$ cat src/rtl/da_pkg.sv
// Shared constants for the distributed-arithmetic FIR dot-product engine.
// Holds the default tap set, the datapath widths and the frame length.
package da_pkg;

    localparam int DW    = 8;
    localparam int AW    = 32;
    localparam int NBITS = 8;
    localparam int NTAPS = 8;
    localparam int CW    = $clog2(NBITS);

    // Symmetric low-pass default; index 0 is unused so taps read as 1..8.
    localparam logic signed [15:0] COEF_DEF [0:NTAPS] = '{
        16'sd0,
        16'sd1, 16'sd2, 16'sd3, 16'sd4,
        16'sd4, 16'sd3, 16'sd2, 16'sd1
    };

endpackage

$ cat src/rtl/distr_arith_unit_if.sv
// Sample inputs and observation outputs of the DA engine bundled as one port.
// The slave side is the engine; the master side is whoever feeds the delay-line taps.
interface distr_arith_unit_if;
    import da_pkg::*;

    logic [DW-1:0]        x1_bit;
    logic [DW-1:0]        x2_bit;
    logic [DW-1:0]        x3_bit;
    logic [DW-1:0]        x4_bit;
    logic [DW-1:0]        x5_bit;
    logic [DW-1:0]        x6_bit;
    logic [DW-1:0]        x7_bit;
    logic [DW-1:0]        x8_bit;
    logic signed [AW-1:0] sum;
    logic signed [AW-1:0] dff0_out;
    logic                 count_reach;
    logic signed [AW-1:0] add6_out;
    logic signed [AW-1:0] add7_out;
    logic signed [AW-1:0] leftshift_out;

    modport master (
        output x1_bit, x2_bit, x3_bit, x4_bit,
        output x5_bit, x6_bit, x7_bit, x8_bit,
        input  sum, dff0_out, count_reach, add6_out, add7_out, leftshift_out
    );

    modport slave (
        input  x1_bit, x2_bit, x3_bit, x4_bit,
        input  x5_bit, x6_bit, x7_bit, x8_bit,
        output sum, dff0_out, count_reach, add6_out, add7_out, leftshift_out
    );

endinterface

$ cat src/rtl/da_lut4.sv
// Four-tap coefficient-sum lookup: adds each coefficient whose bit-plane bit is set.
// Built as an adder tree rather than a 16-entry ROM so coefficients stay parameters.
module da_lut4
    import da_pkg::*;
(
    input  logic [3:0]           bits,
    input  logic signed [15:0]   coef0,
    input  logic signed [15:0]   coef1,
    input  logic signed [15:0]   coef2,
    input  logic signed [15:0]   coef3,
    output logic signed [AW-1:0] psum
);

    logic signed [AW-1:0] term0;
    logic signed [AW-1:0] term1;
    logic signed [AW-1:0] term2;
    logic signed [AW-1:0] term3;

    always_comb begin
        term0 = bits[0] ? AW'(coef0) : '0;
        term1 = bits[1] ? AW'(coef1) : '0;
        term2 = bits[2] ? AW'(coef2) : '0;
        term3 = bits[3] ? AW'(coef3) : '0;
        psum  = (term0 + term1) + (term2 + term3);
    end

endmodule

$ cat src/rtl/distr_arith_unit.sv
// Bit-serial DA dot product: one bit-plane per clk3 cycle, MSB first, free-running 8-cycle frame.
// Samples are captured at count 0; the sign plane is subtracted, the rest shift-accumulated.
module distr_arith_unit
    import da_pkg::*;
#(
    parameter logic signed [15:0] COEF1 = COEF_DEF[1],
    parameter logic signed [15:0] COEF2 = COEF_DEF[2],
    parameter logic signed [15:0] COEF3 = COEF_DEF[3],
    parameter logic signed [15:0] COEF4 = COEF_DEF[4],
    parameter logic signed [15:0] COEF5 = COEF_DEF[5],
    parameter logic signed [15:0] COEF6 = COEF_DEF[6],
    parameter logic signed [15:0] COEF7 = COEF_DEF[7],
    parameter logic signed [15:0] COEF8 = COEF_DEF[8]
)
(
    input  logic               clk3,
    input  logic               reset,
    distr_arith_unit_if.slave  bus
);

    logic [CW-1:0]        count_q, count_d;
    logic [DW-1:0]        xr_q [NTAPS];
    logic [DW-1:0]        xr_d [NTAPS];
    logic signed [AW-1:0] acc_q, acc_d;
    logic signed [AW-1:0] sum_q, sum_d;

    logic [DW-1:0]        x_in [NTAPS];
    logic [NTAPS-1:0]     bplane;
    logic                 first_plane;
    logic                 last_plane;
    logic signed [AW-1:0] add6;
    logic signed [AW-1:0] add7;
    logic signed [AW-1:0] lut;
    logic signed [AW-1:0] acc_shl;

    assign x_in[0] = bus.x1_bit;
    assign x_in[1] = bus.x2_bit;
    assign x_in[2] = bus.x3_bit;
    assign x_in[3] = bus.x4_bit;
    assign x_in[4] = bus.x5_bit;
    assign x_in[5] = bus.x6_bit;
    assign x_in[6] = bus.x7_bit;
    assign x_in[7] = bus.x8_bit;

    assign first_plane = (count_q == '0);
    assign last_plane  = (count_q == CW'(NBITS - 1));

    // The sign plane is read straight from the inputs so no extra cycle of latency is spent capturing.
    always_comb begin
        bplane = '0;
        for (int i = 0; i < NTAPS; i++) begin
            if (first_plane) begin
                bplane[i] = x_in[i][DW-1];
            end else begin
                bplane[i] = xr_q[i][CW'(DW - 1) - count_q];
            end
        end
    end

    da_lut4 u_lut_lo (
        .bits  (bplane[3:0]),
        .coef0 (COEF1),
        .coef1 (COEF2),
        .coef2 (COEF3),
        .coef3 (COEF4),
        .psum  (add6)
    );

    da_lut4 u_lut_hi (
        .bits  (bplane[7:4]),
        .coef0 (COEF5),
        .coef1 (COEF6),
        .coef2 (COEF7),
        .coef3 (COEF8),
        .psum  (add7)
    );

    assign lut     = add6 + add7;
    assign acc_shl = acc_q << 1;

    always_comb begin
        count_d = count_q + 1'b1;
        for (int i = 0; i < NTAPS; i++) begin
            xr_d[i] = first_plane ? x_in[i] : xr_q[i];
        end
        acc_d = first_plane ? -lut : (acc_shl + lut);
        sum_d = last_plane ? (acc_shl + lut) : sum_q;
    end

    always_ff @(posedge clk3) begin
        if (reset) begin
            count_q <= '0;
            acc_q   <= '0;
            sum_q   <= '0;
            for (int i = 0; i < NTAPS; i++) begin
                xr_q[i] <= '0;
            end
        end else begin
            count_q <= count_d;
            acc_q   <= acc_d;
            sum_q   <= sum_d;
            for (int i = 0; i < NTAPS; i++) begin
                xr_q[i] <= xr_d[i];
            end
        end
    end

    assign bus.sum           = sum_q;
    assign bus.dff0_out      = acc_q;
    assign bus.count_reach   = last_plane;
    assign bus.add6_out      = add6;
    assign bus.add7_out      = add7;
    assign bus.leftshift_out = acc_shl;

endmodule

$ cat src/flat_wrapper.sv
// flat-port wrapper written by rule: the top's interface ports become plain ports
module distr_arith_unit_flat import da_pkg::*;
#(
    parameter logic signed [15:0] COEF1 = COEF_DEF[1],
    parameter logic signed [15:0] COEF2 = COEF_DEF[2],
    parameter logic signed [15:0] COEF3 = COEF_DEF[3],
    parameter logic signed [15:0] COEF4 = COEF_DEF[4],
    parameter logic signed [15:0] COEF5 = COEF_DEF[5],
    parameter logic signed [15:0] COEF6 = COEF_DEF[6],
    parameter logic signed [15:0] COEF7 = COEF_DEF[7],
    parameter logic signed [15:0] COEF8 = COEF_DEF[8]
)
  (clk3, reset, bus_x1_bit, bus_x2_bit, bus_x3_bit, bus_x4_bit, bus_x5_bit, bus_x6_bit, bus_x7_bit, bus_x8_bit, bus_sum, bus_dff0_out, bus_count_reach, bus_add6_out, bus_add7_out, bus_leftshift_out);
  distr_arith_unit_if bus_i ();
  input  logic clk3;
  input  logic reset;
  input wire logic [$bits(bus_i.x1_bit)-1:0] bus_x1_bit;
  input wire logic [$bits(bus_i.x2_bit)-1:0] bus_x2_bit;
  input wire logic [$bits(bus_i.x3_bit)-1:0] bus_x3_bit;
  input wire logic [$bits(bus_i.x4_bit)-1:0] bus_x4_bit;
  input wire logic [$bits(bus_i.x5_bit)-1:0] bus_x5_bit;
  input wire logic [$bits(bus_i.x6_bit)-1:0] bus_x6_bit;
  input wire logic [$bits(bus_i.x7_bit)-1:0] bus_x7_bit;
  input wire logic [$bits(bus_i.x8_bit)-1:0] bus_x8_bit;
  output wire logic [$bits(bus_i.sum)-1:0] bus_sum;
  output wire logic [$bits(bus_i.dff0_out)-1:0] bus_dff0_out;
  output wire logic [$bits(bus_i.count_reach)-1:0] bus_count_reach;
  output wire logic [$bits(bus_i.add6_out)-1:0] bus_add6_out;
  output wire logic [$bits(bus_i.add7_out)-1:0] bus_add7_out;
  output wire logic [$bits(bus_i.leftshift_out)-1:0] bus_leftshift_out;
  assign bus_i.x1_bit = bus_x1_bit;
  assign bus_i.x2_bit = bus_x2_bit;
  assign bus_i.x3_bit = bus_x3_bit;
  assign bus_i.x4_bit = bus_x4_bit;
  assign bus_i.x5_bit = bus_x5_bit;
  assign bus_i.x6_bit = bus_x6_bit;
  assign bus_i.x7_bit = bus_x7_bit;
  assign bus_i.x8_bit = bus_x8_bit;
  assign bus_sum = bus_i.sum;
  assign bus_dff0_out = bus_i.dff0_out;
  assign bus_count_reach = bus_i.count_reach;
  assign bus_add6_out = bus_i.add6_out;
  assign bus_add7_out = bus_i.add7_out;
  assign bus_leftshift_out = bus_i.leftshift_out;
  distr_arith_unit #(.COEF1(COEF1), .COEF2(COEF2), .COEF3(COEF3), .COEF4(COEF4), .COEF5(COEF5), .COEF6(COEF6), .COEF7(COEF7), .COEF8(COEF8)) u_core (.clk3(clk3), .reset(reset), .bus(bus_i));
endmodule
$ cat config.mk
export PLATFORM = sky130hd
export DESIGN_NAME = distr_arith_unit_flat
export DESIGN_NICKNAME = d
export VERILOG_FILES = /design/src/rtl/da_pkg.sv /design/src/rtl/distr_arith_unit_if.sv /design/src/rtl/da_lut4.sv /design/src/rtl/distr_arith_unit.sv /design/src/flat_wrapper.sv
export SDC_FILE = /design/constraint.sdc
export NUM_CORES = 1
export LEC_CHECK = 0
export BUFFER_PORTS_ARGS = -buffer_cell sky130_fd_sc_hd__clkbuf_2
export CAP_MARGIN = 10
export CORE_ASPECT_RATIO = 1.2
export CORE_UTILIZATION = 50
export CTS_BUF_LIST = sky130_fd_sc_hd__clkbuf_8
export DETAILED_ROUTE_END_ITERATION = 8
export PLACE_DENSITY_LB_ADDON = 0.2
export SLEW_MARGIN = 30
export SYNTH_ARGS = -nofsm -noshare
export SYNTH_HDL_FRONTEND = slang
export SYNTH_SLANG_ARGS = --single-unit
$ cat constraint.sdc
create_clock -name clk3 -period 8.25 [get_ports clk3]
set_input_delay 1.65 -clock clk3 [delete_from_list [all_inputs] [get_ports clk3]]
set_output_delay 1.65 -clock clk3 [all_outputs]
set_load 0.05 [all_outputs]
[Word-level counts from Yosys, hierarchy flattened]
Memory sizes are Yosys's and may differ from the RTL's.
Cells that the tools add are included.
Operators by class
  add/sub/neg operators: 11
  order comparisons: 1
  eq/ne operators: 1
  multiplexer cells: 52
  bitwise gates (word level): 8
  reductions and logical operators: 1
Operators with widths (count)
  $mux 8: 16
  $add 32x3->32: 2
  $add 32x32->32: 2
  $add 32x4->32: 1
  $add 32x5->32: 1
  $mux 32: 1
  $neg 32->32: 1
  $bmux 1 s3: 8
  $mux 1: 21
  $mux 2: 4
  $or 1x1->1: 8
  $mux 3: 2
  $add 2x3->4: 1
  $lt 3x4->1 const B: 1
  $add 2x1->3: 1
  $add 3x1->3 const B: 1
  $eq 3x3->1 const B: 1
  $logic_not 3->1: 1
  $sub 3x3->3 const A: 1
Storage, ports and cells
  register bits: 67
  bits in writable memories: 64
  input bits: 66
  word-level logic and storage cells: 78
  memories kept: 1
Memory list
  u_core.xr_q: words 8, bits a word 8, rd ports 8, clocked after Yosys merged registers in 0, wr ports 8, line distr_arith_unit.sv:22  | logic [DW-1:0] xr_q [NTAPS];

[Longest topological paths before layout]
Gate-level depths: netlist of the first run.
  depth after elaboration: 10
  mapped depth: 27
  depth with buffers taken out: 24

[Hierarchy]
Synthesis of the first run repeated with hierarchy kept, for this count alone.
Second synthesis, totals
  cell total of the unflattened synthesis: 1778
  area, all modules: 13867.0 um^2
By module, submodules not included
  distr_arith_unit: times used 1, cells each 1199, area an instance 9435.3 um^2, seq. area each 2622.5 um^2
  da_lut4 at u_core.u_lut_lo: times used 1, cells each 308, area an instance 2342.2 um^2, seq. area each 0.0 um^2
  da_lut4 at u_core.u_lut_hi: times used 1, cells each 271, area an instance 2089.5 um^2, seq. area each 0.0 um^2

[Worst setup path after synthesis of the first run]
No wires, ideal clock.
  path kind: input to register
  start: input bus_x3_bit[7]
  end: register u_core.acc_q[30], in the netlist u_core.bus.dff0_out[30]
  library setup time: 0.086 ns
  arrival time: 6.220 ns
  required time: 8.164 ns
  setup slack: 1.944 ns
  cell stages on the path: 18
  buffers on the path: 0
  path through: mux2i_1 > o21a_1 > inv_1 > ha_1 > a21oi_1 > nor3_1 > ha_1 > nand3_1 > nor2_1 > a2111oi_4 > and2_1 > ha_1 > a21o_1 > a21oi_1 > nor2_1 > and3_1 > xnor2_1 > a211oi_1
Between the ends
  longest elaborated chain between the ends: 7
Ends and longest elaborated chain
  start: declaration: line flat_wrapper.sv:19  | input wire logic [$bits(bus_i.x3_bit)-1:0] bus_x3_bit;
  $mux 1 (*): line distr_arith_unit.sv:52  | if (first_plane) begin
  $mux 2 (*): line da_lut4.sv:22  | term2 = bits[2] ? AW'(coef2) : '0;
  $add 2x3->4 (*): line da_lut4.sv:24  | psum = (term0 + term1) + (term2 + term3);
  $add 32x5->32 (*): line da_lut4.sv:24
  named net bus_add6_out[3]: line flat_wrapper.sv:28  | output wire logic [$bits(bus_i.add6_out)-1:0] bus_add6_out;
  $add 32x32->32 (*): line distr_arith_unit.sv:78  | assign lut = add6 + add7;
  $add 32x32->32 / $neg 32->32 (equally long branches): line distr_arith_unit.sv:86  | acc_d = first_plane ? -lut : (acc_shl + lut);
  $mux 32 (*): line distr_arith_unit.sv:86
  end signal: assignment: line distr_arith_unit.sv:93  | acc_q <= '0;
  end signal: assignment: line distr_arith_unit.sv:100  | acc_q <= acc_d;
  end: declaration: line distr_arith_unit.sv:24  | logic signed [AW-1:0] acc_q, acc_d;
The timed path passes the listed nets; every way through them passes the cells marked *.
A chain may end at the register's enable or synchronous reset.

[Final worst setup path of the first run]
  start: register u_core.count_q[0]
  end: register u_core.sum_q[30], in the netlist u_core.bus.sum[30]
Between the ends
  longest elaborated chain between the ends: 9
Ends and longest elaborated chain
  start: declaration: line distr_arith_unit.sv:21  | logic [CW-1:0] count_q, count_d;
  start signal: assignment: line distr_arith_unit.sv:99  | count_q <= count_d;
  $sub 3x3->3: line distr_arith_unit.sv:55  | bplane[i] = xr_q[i][CW'(DW - 1) - count_q];
  $bmux 1 s3: line distr_arith_unit.sv:55
  $mux 1 (not written as such): line distr_arith_unit.sv:55
  $mux 1: line distr_arith_unit.sv:52
  $mux 1, or another cell as far along: line da_lut4.sv:20  | term0 = bits[0] ? AW'(coef0) : '0;
  $add 32x3->32, or another cell as far along: line da_lut4.sv:24
  $add 32x5->32 / $add 32x4->32 (equally long branches): line da_lut4.sv:24
  $add 32x32->32: line distr_arith_unit.sv:78
  $add 32x32->32: line distr_arith_unit.sv:87  | sum_d = last_plane ? (acc_shl + lut) : sum_q;
  end signal: assignment: line distr_arith_unit.sv:101  | sum_q <= sum_d;
  end: declaration: line distr_arith_unit.sv:25  | logic signed [AW-1:0] sum_q, sum_d;
Parallel ways exist; a longest one is shown, timed or not. The select of a mux whose other input is x is not followed.

==> results of run 1 <==
## synthesized netlist by cell type, drive strengths merged, types with 3 or more instances
library cell	number
nand2	150
dfxtp	131
buf	104
a21oi	80
a211oi	51
nor2	51
clkbuf	31
inv	21
xor2	18
ha	17
mux2i	15
mux4	14
xnor2	13
nand3	12
a21o	5
nand4	5
nor2b	5
and2	4
fa	4
nor3	4
o21a	4
and3	3
and4	3
## layout make-up
cell class              count  area, um2  area share
clock buffers              18        248      0.0327
clock inverters            13       87.6      0.0116
repair buffers            175        897       0.118
flip-flops and latches    131       2620       0.346
inverters                  21       78.8      0.0104
multi-input cells         540       3430       0.453
well taps                 168        210      0.0278
## registers in the layout (all words and copies together), names as in the netlist
| signal | flops |
|---|---|
| u_core.xr_q | 64 |
| u_core.bus.dff0_out | 32 |
| u_core.bus.sum | 32 |
| u_core.count_q | 3 |
## critical path, delay by kind of cell, from the launching register on
kind	cells	cell delay [ns]
adders and majority gates	5	1.81
DFF	1	0.30
xor gates and xnor gates	1	0.13
AOI/OAI and AO/OA	8	2.23
and+or+nand+nor	5	0.86
buffers and inverters	5	0.64
muxes	1	0.16
## layout by cell type, fill, tap and decap left out, types with 3 or more instances in the layout
cell        Yosys  layout
dfxtp_1       131     131
xnor2_1        13      13
clkbuf_2        0     168
xor2_1         18      18
clkinv_4        0       3
ha_1           17      16
a211oi_1       40      40
a211oi_2       10      10
nor3_1          4       4
nand2_1       150     149
mux4_2         11      11
nor2b_1         5       4
o21a_1          4       4
nor2_1         50      50
mux2i_1        15      15
nand3_1        12      12
a21oi_1        80      80
and4_1          3       3
clkinv_2        0       6
fa_1            4       4
nand4_1         5       5
clkbuf_8        0      18
mux4_1          3       3
clkinvlp_4      0       3
conb_1          1      57
inv_1          20      20
buf_4          88       6
and3_1          3       3
a21o_1          5       5
and2_1          4       4
## stage by stage
step	area, um2	util	instances
after floorplan	6980	-	827
after global placement	7230	0.546	1035
after detailed placement	7240	0.547	1035
after CTS	7570	0.572	1066
after global routing	7570	0.572	1066
final	7570	0.572	1066
## path summary, 6_finish.rpt
check                                  from                               to  slack, ns  depth (start not counted)
min          u_core.xr_q[4][2]$_SDFFE_PP0P_   u_core.xr_q[4][2]$_SDFFE_PP0P_       0.45                          2
min reg2reg  u_core.xr_q[4][2]$_SDFFE_PP0P_   u_core.xr_q[4][2]$_SDFFE_PP0P_       0.45                          2
max reg2reg    u_core.count_q[0]$_SDFF_PP0_  u_core.bus.sum[30]$_SDFFE_PP0P_       2.04                         25
max            u_core.count_q[0]$_SDFF_PP0_  u_core.bus.sum[30]$_SDFFE_PP0P_       2.04                         25
## metal layers
layer	routed length, um	track usage
met4	197	0.0701
met5	0	0
met2	7120	0.369
met1	6310	0.262
met3	824	0.0578
## power breakdown
group          internal, mW  leakage [nW]  switching (mW)  total, mW
clock                 0.212         0.170           0.254      0.466
sequential            0.711          1.08          0.0835      0.794
combinational         0.287          2.07           0.773       1.06
## logic make-up (layout without fill, tap and decap cells)
group / after synthesis / after routing / share of synthesized area
simple gates: 249 / 249 / 0.162
buf+inv: 156 / 227 / 0.140
compound gates: 153 / 153 / 0.157
flops: 131 / 131 / 0.387
xor+xnor: 31 / 31 / 0.0401
mux: 29 / 29 / 0.0704
fa+ha+maj: 21 / 21 / 0.0432
other cells: 1 / 57 / 0.000554
==> results.md, run 1 <==
* Final period utilization at 0.753
* Synth cell types at 51
* CP Class: reg -> reg
* PnR worst setup slack at approximately 2 ns
* Total grt overflow at 0
* Hold buffer count at cts at 0
* Clk sink count at about 130
* Hpwl dp at ~10 mm
* Power Total at about 2.3 mW
* Worst VDD drop at 0.215 mV
* Root buf cell: clkbuf_8
* Hold Slack at 0.453 ns
* #FFs+latches synth at around 130
* CP arrival at 6.56 ns
* Crit path max fanout at 21
* Syn Std Cell Area at 0.00677 mm2
* Top cell type by total area after synthesis: dfxtp_1
* Vias at 5,342
* Detailed Routing Iterations Pass 1 at 4
* CP endpoint kind: flop
* Highest Clock Rate at 0.161 GHz
* Core Region at 0.0132 mm2
* Routed length per placed instance at 13.6 um
* Die span in x at 108 um
* RSZ-0062 raised after global routing: false
* # setup viols final at 0
* Syn_area_per_cell at 8.78 um2
* Hold crit path type: reg -> reg
* Antenna-violating nets left at 0
* Cell Rows at 46
* Clock buffer depth at 2
* Layout cell share with drive strength beyond 1 at 0.271
* Post-CTS Setup Bufs at 0
* Max Cap Viol at 0
* Initial antenna violation count at 0
* Worst-Margin Slew at about 0.94 ns
* CTS tree: yes
* First-pass GRT wire length at 23.6 mm
* DRC viols at 0
* Reg clk slew, reported paths at approximately 0.080 ns
* Nets at 973
* # resized after CTS at 0
* Final count of hold timing violations at 0
* Clk_skew at 0.0116 ns
* Setup TNS at 0 ns
* Asr flop ratio synth at 0
* Synth area leaders: dfxtp_1, buf_4, nand2_1
* WP data required at 8.60 ns
* P per Cell Area at 306 mW/mm2
* Post-synth top area share at 0.387
* CTS H-tree depth at 4
* GPL Wtd Cong at 0.823
* # port buffers at 169
* Type of origin of the critical path: flop
* Chip Height at 129 um
* P&R area growth vs syn at 11.8%
* Post-Place Worst Slack at 1.64 ns
* Max-slew violations at 0
* Slowest library cell on the worst path: ha_1
* Top_reg_cell synth: dfxtp_1
* Syn Inst Count at 771
* Die ar. at roughly 0.014 mm2
* Final wirelength at between 10 and 15 mm
* Initial DRC Count at 220
* Number of synthesized flops with an enable pin at 0
* Slew margin rel. at 0.373
* Status: complete, no violations
* P_leak at between 3 and 4 nW
* Seq/Total Area, Yosys at 0.387
* Yosys warning count at 0
* Clk Latency, worst-skew pair at 0.43 ns
* Vias in the first global route at roughly 4,900
* Via density at 5.01
* Gr usage total at 0.216
* Inserted Diodes at 0
* Largest net degree at the start of global routing at 96
* Critical Path Max Stage Delay at 0.64 ns
* Filler cell count at about 1,300
* IO Count at between 200 and 250
* Cts bufs inserted at 17
* Min cycle time layout at approximately 6.2 ns
* Initial Util at 0.511
No activity file was read; power rests on OpenSTA's default activity.
==> run 2, diff against run 1 <==
--- a/config.mk
+++ b/config.mk
@@ -5,6 +5,7 @@
 export SDC_FILE = /design/constraint.sdc
 export NUM_CORES = 1
 export LEC_CHECK = 0
+export ABC_AREA = 1
 export BUFFER_PORTS_ARGS = -buffer_cell sky130_fd_sc_hd__clkbuf_2
 export CAP_MARGIN = 10
 export CORE_ASPECT_RATIO = 1.2
==> constraint.sdc (replaced) <==
create_clock -name clk3 -period 6.06 [get_ports clk3]
set_input_delay 1.212 -clock clk3 [delete_from_list [all_inputs] [get_ports clk3]]
set_output_delay 1.212 -clock clk3 [all_outputs]
set_load 0.05 [all_outputs]
==> run 2 against run 1 <==
Synthesized cell count up 28%. Clock skew increased by 0.0057 ns. Wire length grew 14%. Total power grew 53%. Hold slack improved by 0.0064 ns. Combinational power increased by 48%. Largest cell class unchanged. Sequential share of layout area fell by 1.9 points. Utilization is 0.75 points higher. Global-route usage is 1.2 points higher.
==> results.md, run 2 <==
* Hold path cells at 2 (unchanged)
* Top cell type by total area after synthesis: dfxtp_1
* Top cell by count, worst path: nand2_1
* Initial antenna violation count at 0 (unchanged)
* Synth area leaders: dfxtp_1, nand2_1, buf_4
* Gr usage total at 0.228 (+0.0121)
* Initial Util at 0.514 (+0.00237)
* Vias in the first global route at 5,730 (+18%)
* # resized after CTS at 0 (unchanged)
* Largest net degree at the start of global routing at 74 (-23%)
* Commonest non-fill, non-tap cells in the layout: nand2_1, clkbuf_2, dfxtp_1, nor2_1, inv_1
* Vias at 6,245 (+17%)
* # port buffers at 169 (unchanged)
* GPL Wtd Cong at 0.844 (+2.5%)
* Syn_area_per_cell at 7.19 um2 (-18%)
* Clk_skew at 0.0173 ns (+0.00566 ns)
* Die span in x at 111 um (+2.4%)
* CP Class: reg -> reg
* Syn Inst Count at 988 (+28%)
* Routed length per placed instance at 12.9 um (-5.2%)
* Chip Height at 133 um (+2.4%)
* Status: complete, no violations
* Asr flop ratio synth at 0 (unchanged)
* First-pass GRT wire length at 27.2 mm (+15%)
* Max Cap Viol at 0 (unchanged)
* Max-slew violations at 0 (unchanged)
* DRC viols at 0 (unchanged)
* Min cycle time layout at 5.29 ns (-0.923 ns)
* Type of origin of the critical path: flop
* CTS H-tree depth at 4 (unchanged)
* Layout cell share with drive strength beyond 1 at 0.224 (-0.0462)
* Hpwl dp at 11.5 mm (+15%)
* Syn Std Cell Area at 0.00710 mm2 (+4.9%)
* Setup TNS at 0 ns (unchanged)
* Placed inst area at 0.00754 mm2 (+4.2%)
* IO Count at 227 (unchanged)
* Via density at 4.86 (-3.0%)
* Core Region at 0.0138 mm2 (+4.4%)
* Hold_sp: u_core.xr_q[0][1]$_SDFFE_PP0P_
* Top reg by flops: u_core.xr_q
* Top_reg_cell synth: dfxtp_1
* Worst VDD drop at 0.273 mV (+27%)
* Total grt overflow at 0 (unchanged)
* P per Cell Area at 442 mW/mm2 (+44%)
* Worst-Margin Slew at 0.900 ns (-0.0377 ns)
* Slew margin rel. at 0.400 (+0.0265)
* P_leak at 4.04 nW (+22%)
* Detailed Routing Iterations Pass 1 at 4 (unchanged)
* CP endpoint kind: flop
* R2R Path Start: u_core.count_q[1]$_SDFF_PP0_
* R2R cell count at 31 (+24%)
* Filler cell count at 1,386 (+5.0%)
* Worst r2r dst: u_core.bus.sum[24]$_SDFFE_PP0P_
* CTS tree: yes
* Hold Path End: u_core.xr_q[0][1]$_SDFFE_PP0P_
* Synth cell types at 40 (-22%)
* Max FFs per register at 64 (unchanged)
* Final wirelength at 16.5 mm (+14%)
* Final count of hold timing violations at 0 (unchanged)
* Root buf cell: clkbuf_8
* Design area at 0.00801 mm2 (+5.8%)
* Die ar. at 0.0147 mm2 (+4.8%)
* Synth cell count leaders: nand2_1, dfxtp_1, nor2_1
* Most common cell after layout, fill and taps aside: nand2_1
* Critical Path Max Stage Delay at 0.42 ns (-0.22 ns)
* RSZ-0062 raised after global routing: false
* Highest Clock Rate at 0.189 GHz (+17%)
* Clk Latency, worst-skew pair at 0.45 ns (+0.02 ns)
* Cell Rows at 47 (+2.2%)
* Post-Place Worst Slack at 0.608 ns (-1.04 ns)
* Hold crit path type: reg -> reg
* Inserted Diodes at 0 (unchanged)
* Post-CTS Setup Bufs at 0 (unchanged)
* Initial DRC Count at 291 (+32%)
* Final period utilization at 0.873 (+0.120)
* Nets at 1,188 (+22%)
* Number of synthesized flops with an enable pin at 0 (unchanged)
* Reg clk slew, reported paths at 0.08 ns (about the same)
* Clk sink count at 131 (unchanged)
* Antenna-violating nets left at 0 (unchanged)
* Slowest library cell on the worst path: fa_1
* P&R area growth vs syn at 12.8%
* # setup viols final at 0 (unchanged)
* PnR worst setup slack at 0.771 ns (-1.27 ns)
* Hold buffer count at cts at 0 (unchanged)
* Count leader, synth: nand2_1
* Cts bufs inserted at 17 (unchanged)
* #FFs+latches synth at 131 (unchanged)
* CP arrival at 5.63 ns (-0.93 ns)
* Post-synth top area share at 0.369 (-0.0180)
* WP data required at 6.40 ns (-2.20 ns)
* R2R setup slack at 0.77 ns (-1.27 ns)
* Yosys warning count at 0 (unchanged)
* Crit path max fanout at 18 (-14%)
* Seq/Total Area, Yosys at 0.369 (-0.0180)
* Clock buffer depth at 2 (unchanged)
[run 2: changes by cell type in the layout (fill, tap and decap cells not counted), sizes merged, moves of 12 or more]
| cell | before | now |
|---|---|---|
| o21ai | 2 | 49 |
| nand2 | 150 | 240 |
| mux4 | 14 | 0 |
| a211oi | 51 | 8 |
| mux2i | 15 | 0 |
| a21oi | 80 | 92 |
| nor2 | 51 | 111 |
| nand3 | 12 | 38 |
| inv | 22 | 89 |
[run 2: kinds of logic after synthesis]
| logic type | count (synthesis) | synth area share |
|---|---|---|
| xor gates and xnor gates | 28 | 0.0345 |
| adders and majority gates | 21 | 0.0412 |
| AOI/OAI and AO/OA | 162 | 0.126 |
| DFF | 131 | 0.369 |
| other | 1 | 0.000528 |
| buffers and inverters | 229 | 0.176 |
| and+or+nand+nor | 416 | 0.252 |
[run 2: metrics by stage]
stage	instances	hold slack (ns)	utilization	power [mW]
final	1285	0.460	0.580	3.54
after global routing	1285	0.476	0.580	3.75
after CTS	1285	0.463	0.580	3.56
after detailed placement	1253	0.452	0.545	2.70
after global placement	1253	0.448	0.545	2.68
after floorplan	1044	0.438	-	2.47
[run 2: how the worst max path moves through the flow]
stage	depth (start not counted)	slack, ns	start	to
after CTS	31	0.77	u_core.count_q[1]$_SDFF_PP0_	u_core.bus.sum[24]$_SDFFE_PP0P_
final	31	0.77	u_core.count_q[1]$_SDFF_PP0_	u_core.bus.sum[24]$_SDFFE_PP0P_
after global routing	31	0.31	u_core.count_q[1]$_SDFF_PP0_	u_core.bus.dff0_out[24]$_SDFF_PP0_
after detailed placement	29	0.61	bus_x6_bit[7]	u_core.bus.sum[24]$_SDFFE_PP0P_
after floorplan	37	0.42	u_core.count_q[0]$_SDFF_PP0_	u_core.bus.sum[24]$_SDFFE_PP0P_
after global placement	29	0.73	bus_x6_bit[7]	u_core.bus.sum[24]$_SDFFE_PP0P_
[run 2: worst max-delay path, delay by kind of cell (launching register included)]
family,cells,cell delay [ns]
buffers and inverters,7,0.81
adder cells (fa/ha/maj),5,1.45
AND/OR/NAND/NOR,16,2.01
XOR/XNOR,1,0.16
flip-flops,1,0.32
AO/OA/AOI/OAI,2,0.39
[run 2: where the power goes]
group	internal [mW]	switching, mW
Combinational	0.394	1.17
Clock	0.512	0.362
Sequential	0.974	0.127
Total	1.88	1.66
[run 2: cell type report]
type,count,area (um2),share of cell area
clock inverter,13,209,0.0261
clock buffer,19,262,0.0327
timing repair buffer,179,923,0.115
multi-input combinational,684,3440,0.430
tap,171,214,0.0267
sequential,131,2620,0.327
inverter,88,335,0.0419
[run 2: layer usage]
metal  share of wire  vias to the layer above  global-route usage
li1                -                     3221                   -
met1            0.43                     2823               0.269
met3           0.052                       18              0.0527
met5               0                        -                   0
met4           0.016                        0              0.0778
met2            0.50                      183               0.404
